<file path="src/rtl/nn_sw_pkg.sv">
// Shared types and defaults for the switch conditioner.
// Debounce FSM state encoding and a counter-width helper.
// No flow control; combinational definitions only.
package nn_sw_pkg;

  typedef enum logic [1:0] {
    ST_LO   = 2'd0,
    WAIT_HI = 2'd1,
    ST_HI   = 2'd2,
    WAIT_LO = 2'd3
  } sw_state_t;

  localparam int DEF_NUM_SW          = 6;
  localparam int DEF_DEBOUNCE_CYCLES = 1000;
  localparam int DEF_LOCKOUT_CYCLES  = 256;
  localparam int DEF_VALID_IDX       = 0;
  localparam int DEF_LONG_CYCLES     = 50000;

  // Bits needed to hold 0..n-1, never less than one bit.
  function automatic int cnt_width(input int n);
    return (n <= 2) ? 1 : $clog2(n);
  endfunction

endpackage

</file>
<file path="src/rtl/nn_sw_debounce.sv">
// One switch channel: 2-flop synchroniser, debounce FSM, optional long-press (NN_SW_LONGPRESS_EN).
// Level/edge outputs registered, DEBOUNCE_CYCLES+3 edges after a stable pin change.
// No backpressure; pulses are single-cycle and never held.
module nn_sw_debounce
  import nn_sw_pkg::*;
#(
  parameter int DEBOUNCE_CYCLES = DEF_DEBOUNCE_CYCLES,
  parameter int LONG_CYCLES     = DEF_LONG_CYCLES
) (
  input  logic clk,
  input  logic rst,
  input  logic sw_raw,
  output logic level,
  output logic rise,
  output logic fall,
  output logic long_press
);

  localparam int              CW       = cnt_width(DEBOUNCE_CYCLES);
  localparam logic [CW-1:0]   CNT_LAST = CW'(DEBOUNCE_CYCLES - 1);

  logic          q1;
  logic          q2;
  sw_state_t     state;
  logic [CW-1:0] cnt;

  always_ff @(posedge clk) begin
    if (rst) begin
      q1    <= 1'b0;
      q2    <= 1'b0;
      state <= ST_LO;
      cnt   <= '0;
      level <= 1'b0;
      rise  <= 1'b0;
      fall  <= 1'b0;
    end else begin
      q1   <= sw_raw;
      q2   <= q1;
      rise <= 1'b0;
      fall <= 1'b0;
      case (state)
        ST_LO: begin
          if (q2) begin
            state <= WAIT_HI;
            cnt   <= '0;
          end
        end
        WAIT_HI: begin
          // Any low sample falls back to the stable state, restarting the count.
          if (!q2) begin
            state <= ST_LO;
          end else if (cnt == CNT_LAST) begin
            state <= ST_HI;
            level <= 1'b1;
            rise  <= 1'b1;
          end else begin
            cnt <= cnt + 1'b1;
          end
        end
        ST_HI: begin
          if (!q2) begin
            state <= WAIT_LO;
            cnt   <= '0;
          end
        end
        WAIT_LO: begin
          if (q2) begin
            state <= ST_HI;
          end else if (cnt == CNT_LAST) begin
            state <= ST_LO;
            level <= 1'b0;
            fall  <= 1'b1;
          end else begin
            cnt <= cnt + 1'b1;
          end
        end
        default: state <= ST_LO;
      endcase
    end
  end

`ifdef NN_SW_LONGPRESS_EN
  localparam int            LW        = cnt_width(LONG_CYCLES);
  localparam logic [LW-1:0] HOLD_LAST = LW'(LONG_CYCLES - 1);

  logic [LW-1:0] hold_cnt;
  logic          hold_done;

  // level is high exactly in ST_HI/WAIT_LO, so it gates the hold count.
  always_ff @(posedge clk) begin
    if (rst) begin
      hold_cnt   <= '0;
      hold_done  <= 1'b0;
      long_press <= 1'b0;
    end else begin
      long_press <= 1'b0;
      if (!level) begin
        hold_cnt  <= '0;
        hold_done <= 1'b0;
      end else if (!hold_done) begin
        if (hold_cnt == HOLD_LAST) begin
          long_press <= 1'b1;
          hold_done  <= 1'b1;
        end else begin
          hold_cnt <= hold_cnt + 1'b1;
        end
      end
    end
  end
`else
  assign long_press = 1'b0;
`endif

endmodule

</file>
<file path="src/rtl/nn_switch_conditioner.sv">
// Conditions io_in[37:32] switches into debounced levels/edges and a locked-out in_valid pulse (NN_SW_LONGPRESS_EN adds long-press).
// Levels/edges DEBOUNCE_CYCLES+3 edges after a stable pin change; in_valid_o one cycle after the rise.
// No backpressure; a rise suppressed by lockout is dropped, not queued.
module nn_switch_conditioner
  import nn_sw_pkg::*;
#(
  parameter int NUM_SW          = DEF_NUM_SW,
  parameter int DEBOUNCE_CYCLES = DEF_DEBOUNCE_CYCLES,
  parameter int LOCKOUT_CYCLES  = DEF_LOCKOUT_CYCLES,
  parameter int VALID_IDX       = DEF_VALID_IDX,
  parameter int LONG_CYCLES     = DEF_LONG_CYCLES
) (
  input  logic              wb_clk_i,
  input  logic              wb_rst_i,
  input  logic [NUM_SW-1:0] sw_raw_i,
  output logic [NUM_SW-1:0] sw_level_o,
  output logic [NUM_SW-1:0] sw_rise_o,
  output logic [NUM_SW-1:0] sw_fall_o,
  output logic              in_valid_o,
  output logic              lockout_o,
  output logic [NUM_SW-1:0] sw_long_o
);

  localparam int             LCW       = cnt_width(LOCKOUT_CYCLES + 1);
  localparam logic [LCW-1:0] LOCK_LOAD = LCW'(LOCKOUT_CYCLES);

  for (genvar g = 0; g < NUM_SW; g++) begin : g_ch
    nn_sw_debounce #(
      .DEBOUNCE_CYCLES (DEBOUNCE_CYCLES),
      .LONG_CYCLES     (LONG_CYCLES)
    ) u_debounce (
      .clk        (wb_clk_i),
      .rst        (wb_rst_i),
      .sw_raw     (sw_raw_i[g]),
      .level      (sw_level_o[g]),
      .rise       (sw_rise_o[g]),
      .fall       (sw_fall_o[g]),
      .long_press (sw_long_o[g])
    );
  end

  logic [LCW-1:0] lock_cnt;
  logic           fire;

  // A rise seen in the cycle lock_cnt has just reached zero is accepted.
  assign fire      = sw_rise_o[VALID_IDX] && (lock_cnt == '0);
  assign lockout_o = (lock_cnt != '0);

  always_ff @(posedge wb_clk_i) begin
    if (wb_rst_i) begin
      lock_cnt   <= '0;
      in_valid_o <= 1'b0;
    end else begin
      in_valid_o <= fire;
      if (fire) begin
        lock_cnt <= LOCK_LOAD;
      end else if (lock_cnt != '0) begin
        lock_cnt <= lock_cnt - 1'b1;
      end
    end
  end

endmodule

</file>
<file path="config.mk">
export PLATFORM = sky130hd
export DESIGN_NAME = nn_switch_conditioner
export DESIGN_NICKNAME = d
export VERILOG_FILES = /design/src/rtl/nn_sw_pkg.sv /design/src/rtl/nn_sw_debounce.sv /design/src/rtl/nn_switch_conditioner.sv
export SDC_FILE = /design/constraint.sdc
export NUM_CORES = 1
export LEC_CHECK = 0
export CAP_MARGIN = 0
export CELL_PAD_IN_SITES_DETAIL_PLACEMENT = 0
export CELL_PAD_IN_SITES_GLOBAL_PLACEMENT = 2
export CORE_MARGIN = 3
export CORE_UTILIZATION = 41
export CTS_BUF_LIST = sky130_fd_sc_hd__clkbuf_4
export CTS_CLUSTER_DIAMETER = 100
export DETAILED_ROUTE_END_ITERATION = 10
export MAX_ROUTING_LAYER = met4
export PLACE_DENSITY_LB_ADDON = 0.1
export SETUP_SLACK_MARGIN = 0.4
export SYNTH_ARGS = -nofsm -noshare
export SYNTH_HDL_FRONTEND = slang
export SYNTH_SLANG_ARGS = --single-unit
</file>
<file path="constraint.sdc">
create_clock -name wb_clk_i -period 6.45 [get_ports wb_clk_i]
set_clock_uncertainty 0.05 [all_clocks]
set_input_delay 0.645 -clock wb_clk_i [delete_from_list [all_inputs] [get_ports wb_clk_i]]
set_output_delay 0.645 -clock wb_clk_i [all_outputs]
set_load 0.005 [all_outputs]
</file>
# --- Word-level counts from Yosys, hierarchy flattened ---
# Cells that the tools add are included.
# W data, S select, Z words.
word_totals:
  output_inout_bits: 26
  ff_bits: 112
  elab_cells: 305
op_classes:
  n_reduce_logical: 47
  addsub: 7
  mux: 116
  n_bitwise: 18
  eq_ne: 72
op_table:
  columns: ["operator", "n"]
  rows:
  - ["$mux W10", 30]
  - ["$pmux W10 S4", 6]
  - ["$mux W2", 36]
  - ["$add A10 B1 Y10 const B", 6]
  - ["$eq A10 B10 Y1 const B", 6]
  - ["$ne A2 B1 Y1 const B", 24]
  - ["$pmux W2 S4", 6]
  - ["$reduce_and A4 Y1", 12]
  - ["$reduce_or A3 Y1", 12]
  - ["$mux W1", 30]
  - ["$reduce_and A5 Y1", 6]
  - ["$eq A2 B2 Y1 const B", 12]
  - ["$ne A2 B2 Y1 const B", 12]
  - ["$mux W9", 2]
  - ["$ne A3 B1 Y1 const B", 6]
  - ["$ne A3 B3 Y1 const B", 6]
  - ["$not A1 Y1", 18]
  - ["$reduce_bool A2 Y1", 7]
  - ["$eq A2 B1 Y1 const B", 6]
  - ["$logic_not A2 Y1", 6]
  - ["$pmux W1 S2", 6]
  - ["$logic_not A9 Y1", 1]
  - ["$reduce_bool A9 Y1", 1]
  - ["$sub A9 B1 Y9 const B", 1]
  - ["2 further kinds", 2]

# --- Longest topological paths before layout ---
# Gate-level depths: netlist of the first run.
depth:
  ltp_word: 4
  depth_mapped: 8

# --- Hierarchy ---
# From an unflattened synthesis of the first run, not the netlist that was laid out.
unflattened:
  hier_cells: 577
  area_unflattened_um2: 5162.5
by_module_without_submodules:
  columns: ["module", "area_per_inst_um2", "n_inst", "cells_each"]
  rows:
  - ["nn_sw_debounce", 779.5, 6, 87]
  - ["nn_switch_conditioner", 485.5, 1, 55]

# --- Worst setup path before layout of the first run ---
# Ideal clock, no wire load.
synth_timing:
  path_type: "register to output"
  startpoint: "register lock_cnt[0]"
  endpoint: "output port lockout_o"
  path_slack_ps: 4116
  required_time_ps: 5755
  path_buffers: 2
  stages_incl_launch_ff: 7
  arrival_time_ps: 1639
  cell_sequence: "dfxtp_1 inv_1 ha_1 or3b_1 buf_2 or4_4 buf_6"
synth_between:
  elab_chain_len: 1
synth_lines:
  columns: ["element", "line", "rtl"]
  rows:
  - ["start: declaration", "nn_switch_conditioner.sv:42", "logic [LCW-1:0] lock_cnt;"]
  - ["start signal: assignment", "nn_switch_conditioner.sv:58", "lock_cnt <= lock_cnt - 1'b1;"]
  - ["$reduce_bool A9 Y1", "nn_switch_conditioner.sv:47", "assign lockout_o = (lock_cnt != '0);"]
  - ["end: declaration", "nn_switch_conditioner.sv:20", "output logic lockout_o,"]
# No other way between the ends.

# --- Worst setup path in the final report of the first run ---
# Ends and elaborated chain as after synthesis.

==> results of run 1 <==
## layer usage
metal | up-vias | GRT usage (%) | wire, µm
met4 | 0 | 3.91 | 65
met1 | 1939 | 20.4 | 5360
met3 | 6 | 4.59 | 391
met5 | - | - | 0
li1 | 2131 | - | -
met2 | 63 | 24.5 | 4660
## power breakdown
part | internal (W) | switching (W)
registers | 0.000727 | 0.0000301
clock network | 0.000160 | 0.000227
logic | 0.000100 | 0.000107
## Yosys cell counts (4+ instances only)
| master | n | area, µm² |
|---|---|---|
| o41ai_1 | 4 | 35.0 |
| nand3_1 | 27 | 135 |
| nor4b_1 | 7 | 61.3 |
| nand4_1 | 16 | 100 |
| a31oi_1 | 6 | 37.5 |
| o21ai_0 | 27 | 135 |
| xor2_1 | 10 | 87.6 |
| xnor2_1 | 12 | 105 |
| nor2b_1 | 16 | 100 |
| o31ai_1 | 10 | 75.1 |
| nor2_1 | 31 | 116 |
| or4_1 | 14 | 105 |
| nor3_1 | 10 | 50.1 |
| o211ai_1 | 7 | 52.6 |
| inv_1 | 20 | 75.1 |
| clkbuf_1 | 18 | 67.6 |
| and2_1 | 12 | 75.1 |
| buf_4 | 24 | 180 |
| nand4b_1 | 4 | 35.0 |
| and3_1 | 5 | 31.3 |
| a21oi_1 | 45 | 225 |
| or3_1 | 18 | 113 |
| nand2b_1 | 5 | 31.3 |
| dfxtp_1 | 112 | 2240 |
| and4_1 | 7 | 61.3 |
| nor4_1 | 10 | 62.6 |
| nand2_1 | 47 | 176 |
| ha_1 | 7 | 87.6 |
| mux2i_1 | 9 | 90.1 |
## registers in the layout, summed over array words and instances (netlist names), named ones only
| name | flops |
|---|---|
| g_ch.u_debounce.cnt | 60 |
| in_valid_o | 1 |
| g_ch.u_debounce.q1 | 6 |
| lock_cnt | 9 |
| g_ch.u_debounce.rise | 6 |
| g_ch.u_debounce.q2 | 6 |
| g_ch.u_debounce.fall | 6 |
| g_ch.u_debounce.state | 6 |
| g_ch.u_debounce.level | 6 |
## per-stage QoR
stage / utilization [%] / instances / setup slack (ns) / cell area (µm²)
final: 45.8 / 764 / 3.14 / 5570
after global routing: 45.8 / 764 / 3.00 / 5570
after CTS: 45.8 / 764 / 3.09 / 5570
after detailed placement: 44.5 / 748 / 3.43 / 5410
after global placement: 44.5 / 748 / 3.45 / 5410
after floorplan: - / 599 / 4.12 / 5200
## critical path: stages, from the launching register on
cell and delay, ns:
dfxtp_1 0.36, inv_1 0.09, ha_1 0.19, or3b_1 0.44
or4_4 0.59, clkdlybuf4s50_1 0.48
## cells by family after synthesis
kind of cell / count (synthesis)
AOI/OAI and AO/OA: 127
xor gates and xnor gates: 22
adders and majority gates: 7
buffers and inverters: 68
DFF: 112
muxes: 10
other: 1
and+or+nand+nor: 247
## worst max path at each step
stage | to | slack [ns] | cells past startpoint | from
final | lockout_o | 3.14 | 5 | lock_cnt[0]$_SDFFE_PP0P_
after global routing | lockout_o | 3.00 | 5 | lock_cnt[0]$_SDFFE_PP0P_
after CTS | lockout_o | 3.09 | 5 | lock_cnt[0]$_SDFFE_PP0P_
after detailed placement | g_ch[0].u_debounce.cnt[3]$_SDFFE_PP0P_ | 3.43 | 5 | wb_rst_i
after global placement | g_ch[0].u_debounce.cnt[3]$_SDFFE_PP0P_ | 3.45 | 5 | wb_rst_i
after floorplan | lockout_o | 4.12 | 6 | lock_cnt[0]$_SDFFE_PP0P_
## final cells by class
class | count | share of cell area (%)
timing repair buffer | 28 | 4.90
clock buffer | 10 | 1.35
multi-input combinational | 419 | 46.8
tap | 168 | 3.77
sequential | 112 | 40.3
clock inverter | 6 | 1.51
inverter | 21 | 1.42
==> run_results.csv, run 1 <==
group,metric,value,unit
logic_synthesis,synth_ff_type,"dfxtp_1",
route,final_antenna_net_count,0,
route,vias,4139,
route,drc,0,
clock_network,hold_buffers,0,
logic_synthesis,synth_mux_area_share,1.96,%
final_layout,layout_commonest_cell,"dfxtp_1",
clock_network,root_buffer,"clkbuf_4",
placement,port_buffers,27,
power,ir_drop,0.000149,V
timing,min_period,3.31,ns
critical_path,cp_max_fo,12,
global_routing,grt.total_usage,15.8,%
clock_network,cts.sinks,112,
floorplan,pin_count,34,
logic_synthesis,synth.distinct_cells,60,
logic_synthesis,ys_seq_area_share,43.3,%
placement,place_congestion,0.785,
critical_path,timing.rr.start,"g_ch[1].u_debounce.cnt[0]$_SDFFE_PP0P_",
final_layout,area_growth,7.43,%
logic_synthesis,synth-xor-area-share,3.72,%
clock_network,clk_pin_slew,0.15,ns
final_layout,diodes,0,
critical_path,r2r_setup_slack,3.92,ns
final_layout,nets,606,
timing,timing.hold.ws,0.404,ns
logic_synthesis,synth_compound_area_share,15.3,%
logic_synthesis,synth_adder_area_share,1.69,%
placement,dp_hpwl,7010,µm
timing,setup_viol,0,
worst_hold_path,hold_class,"flop to flop",
logic_synthesis,syn-instance-count,594,
critical_path,r2r_end,"g_ch[1].u_debounce.cnt[6]$_SDFFE_PP0P_",
timing,hold_violations,0,
power,total_power,0.00135,W
final_layout,final_cell_mix,"dfxtp_1, nand2_1, a21oi_1, nor2_1",
route,routed_wl,10500,µm
clock_network,cts_tree,"yes",
logic_synthesis,synth_top_family_by_area,"simple AND/OR/NAND/NOR gates",
floorplan,die-area,14000,µm²
worst_hold_path,min_to,"g_ch[3].u_debounce.q2$_SDFF_PP0_",
clock_network,cts-resized-gates,0,
logic_synthesis,netlist_area,5180,µm²
logic_synthesis,synth-seq-cells,112,
floorplan,core,12200,µm²
logic_synthesis,syn-mean-instance-area,8.73,µm²
route,firstDrtPassIters,4,
timing,rsz0062_at_grt,"false",
critical_path,critical_path_class,"flop to primary output",
final_layout,drive_gt1_share,4.19,%
global_routing,antenna_found_initial,0,
route,routedWlPerCell,13.7,µm
clock_network,htree_levels,3,
timing,fin_crit_sh,51.4,%
timing,tightest_slew,1.08,ns
outcome,run_status,"finished, final reports clean",
timing,fmax,0.302,GHz
clock_network,cts_buffer_depth,2,
logic_synthesis,synthArstFlopShare,0,%
clock_network,insertion_delay,0.47,ns
global_routing,grt_pass1_vias,3892,
timing,relSlewSlack,27.0,%
worst_hold_path,min-delay-start,"g_ch[3].u_debounce.q1$_SDFF_PP0_",
job,cap_violations,0,
final_layout,multi_input_area,2610,µm²
critical_path,arrival,2.62,ns
timing,slew_violations,0,
floorplan,die_w,118,µm
logic_synthesis,yosys.area_share.simple,27.2,%
worst_hold_path,holdPathStages,1,
floorplan,die_h,118,µm
clock_network,cts_buffers,9,
route,drtIter0Drc,249,
power,power_density,243,nW/µm²
final_layout,seq_area,2240,µm²
logic_synthesis,synth_warnings,0,
floorplan,rows,40,
critical_path,worst_ep_required_time,5.75,ns
timing,setup_tns,0,ns
power,leakagePower,1.85,nW
route,viasPerCell,5.42,
logic_synthesis,synth_edf_count,0,
floorplan,initial_core_util,42.6,%
critical_path,startpoint_type,"flop",
critical_path,reg2reg_depth,5,
final_layout,nFillCells,1212,
global_routing,grt_start_max_net_pins,67,
global_routing,overflow,0,
global_routing,grt_pass1_wl,18300,µm
clock_network,cts_setup_buffers,0,
critical_path,critPathCaptureType,"primary output",
Power figures use the tool's default switching activity.
==> run 2, diff against run 1 <==
--- a/config.mk
+++ b/config.mk
@@ -9,7 +9,7 @@
 export CELL_PAD_IN_SITES_DETAIL_PLACEMENT = 0
 export CELL_PAD_IN_SITES_GLOBAL_PLACEMENT = 2
 export CORE_MARGIN = 3
-export CORE_UTILIZATION = 41
+export CORE_UTILIZATION = 38
 export CTS_BUF_LIST = sky130_fd_sc_hd__clkbuf_4
 export CTS_CLUSTER_DIAMETER = 100
 export DETAILED_ROUTE_END_ITERATION = 10
==> constraint.sdc (replaced) <==
create_clock -name wb_clk_i -period 3.4 [get_ports wb_clk_i]
set_clock_uncertainty 0.05 [all_clocks]
set_input_delay 0.34 -clock wb_clk_i [delete_from_list [all_inputs] [get_ports wb_clk_i]]
set_output_delay 0.34 -clock wb_clk_i [all_outputs]
set_load 0.005 [all_outputs]
==> run 2 against run 1 <==
- global-route usage decreased by 1.0 points
- core utilization decreased by 3.6 points
- worst setup slack got worse by 2.3 ns
- final cell count increased by 1.6%
- critical path depth unchanged
- non-clock buffer count increased by 4
- via count decreased by 0.14%
- total power increased by 91%
- largest cell class unchanged
- largest power group unchanged
==> run_results.csv, run 2 (synthesis gave the netlist of run 1 again) <==
group,metric,value,unit
outcome,run_status,"finished, final reports clean",
global_routing,antenna_found_initial,0,
timing,setup_viol,0,
placement,place_ws,0.928,ns
global_routing,grt_pass1_vias,3748,
final_layout,drive_gt1_share,5.17,%
power,combPwrFrac,16.4,%
critical_path,critical_path_class,"flop to primary output",
floorplan,core,13300,µm²
route,firstDrtPassIters,4,
global_routing,grt.total_usage,14.8,%
clock_network,clk_pin_slew,0.17,ns
critical_path,timing.rr.start,"g_ch[0].u_debounce.cnt[0]$_SDFFE_PP0P_",
placement,placed_area,5440,µm²
floorplan,die_w,123,µm
clock_network,cts.sinks,112,
timing,rsz0062_at_grt,"false",
route,routedWlPerCell,13.4,µm
route,routed_wl,10400,µm
clock_network,cts_tree,"yes",
clock_network,htree_levels,3,
clock_network,root_buffer,"clkbuf_4",
timing,relSlewSlack,45.4,%
power,p_int,0.00189,W
route,vias,4133,
route,drc,0,
critical_path,critPathCaptureType,"primary output",
critical_path,worst_ep_required_time,3.01,ns
final_layout,fin_cells,776,
final_layout,fin_area,5610,µm²
timing,slew_violations,0,
final_layout,reg_top3,"g_ch.u_debounce.cnt (60), lock_cnt (9)",
critical_path,r2r_end,"g_ch[0].u_debounce.cnt[3]$_SDFFE_PP0P_",
final_layout,largest_register_ffs,60,
placement,place_congestion,0.821,
floorplan,die-area,15100,µm²
worst_hold_path,hold_class,"input pin to flop",
timing,hold_violations,0,
power,switchingPower,0.000688,W
final_layout,final_cell_mix,"dfxtp_1, nand2_1, a21oi_1, nor2_1",
floorplan,initial_core_util,39.0,%
timing,fmax,0.385,GHz
worst_hold_path,min-delay-start,"wb_rst_i",
worst_hold_path,holdPathStages,2,
clock_network,insertion_delay,0.48,ns
global_routing,overflow,0,
timing,setup_tns,0,ns
placement,dp_hpwl,7100,µm
timing,tightest_slew,0.811,ns
power,p_clk_share,27.9,%
placement,post-place-cells,758,
final_layout,diodes,0,
worst_hold_path,min_to,"g_ch[0].u_debounce.q2$_SDFF_PP0_",
power,p_seq_share,55.7,%
power,p_sw_share,26.7,%
final_layout,area_growth,8.23,%
critical_path,r2r_setup_slack,1.01,ns
final_layout,top_register,"g_ch.u_debounce.cnt",
power,power_density,460,nW/µm²
critical_path,reg2reg_depth,5,
floorplan,die_h,123,µm
floorplan,rows,42,
timing,fin_crit_sh,76.4,%
critical_path,cp_max_fo,6,
route,final_antenna_net_count,0,
route,viasPerCell,5.33,
power,leakagePower,1.87,nW
clock_network,cts_buffers,9,
placement,port_buffers,27,
timing,timing.hold.ws,0.168,ns
power,ir_drop,0.000235,V
global_routing,grt_pass1_wl,17700,µm
critical_path,arrival,2.21,ns
route,drtIter0Drc,191,
final_layout,layout_commonest_cell,"dfxtp_1",
clock_network,cts_buffer_depth,2,
floorplan,pin_count,34,
timing,fin_ws,0.801,ns
global_routing,grt_start_max_net_pins,71,
timing,min_period,2.60,ns
job,cap_violations,0,
critical_path,startpoint_type,"flop",
final_layout,nets,610,
==> run 2: timing repair <==
item,in CTS,in global routing
pin swaps,1,1
setup buffers,0,2
hold buffers,0,0
endpoints found under the setup margin,1,1
gates resized for setup,1,2
==> run 2: layout make-up <==
class                           instances  area [µm²]
Multi-Input combinational cell        419        2610
Clock buffer                            9        67.6
Timing Repair Buffer                   32         305
Fill cell                            1340        7680
Clock inverter                          7        86.3
Sequential cell                       112        2240
Inverter                               21        78.8
Tap cell                              176         220
==> run 2: how the worst max path moves through the flow <==
stage	cells past startpoint	endpoint	startpoint	slack, ns
2_1_floorplan	8	lock_cnt[1]$_SDFFE_PP0P_	lock_cnt[0]$_SDFFE_PP0P_	1.20
3_5_place_dp	5	lockout_o	lock_cnt[0]$_SDFFE_PP0P_	0.93
6_report	5	lockout_o	lock_cnt[0]$_SDFFE_PP0P_	0.80
5_1_grt	5	lockout_o	lock_cnt[0]$_SDFFE_PP0P_	0.66
4_1_cts	5	lockout_o	lock_cnt[0]$_SDFFE_PP0P_	0.46
3_3_place_gp	5	lockout_o	lock_cnt[0]$_SDFFE_PP0P_	0.96
==> run 2: worst max-delay path: stages, from the launching register on <==
cell            delay (ns)
dfxtp_2               0.36
inv_1                 0.08
ha_1                  0.18
or3b_4                0.42
or4_4                 0.53
dlymetal6s2s_1        0.17
==> run 2: per-layer routing <==
| metal | vias to the layer above | GRT usage (%) | routed length [µm] |
|---|---|---|---|
| li1 | 2144 | - | - |
| met1 | 1935 | 20.2 | 5500 |
| met2 | 43 | 21.6 | 4440 |
| met3 | 11 | 3.46 | 298 |
| met4 | 0 | 4.83 | 148 |
| met5 | - | - | 0 |
==> run 2: power by group through the flow <==
stage,clock [W],combinational (W),sequential [W]
floorplan,0,0.000344,0.00144
global placement,0,0.000389,0.00146
detailed placement,0,0.000397,0.00146
CTS,0.000760,0.000406,0.00144
global route,0.000803,0.000489,0.00145
finish,0.000720,0.000423,0.00144
==> run 2: through the flow <==
stage / power [W] / util [%]
floorplan: 0.00179 / -
global placement: 0.00185 / 40.9
detailed placement: 0.00186 / 40.9
CTS: 0.00260 / 42.1
global route: 0.00274 / 42.2
finish: 0.00258 / 42.2
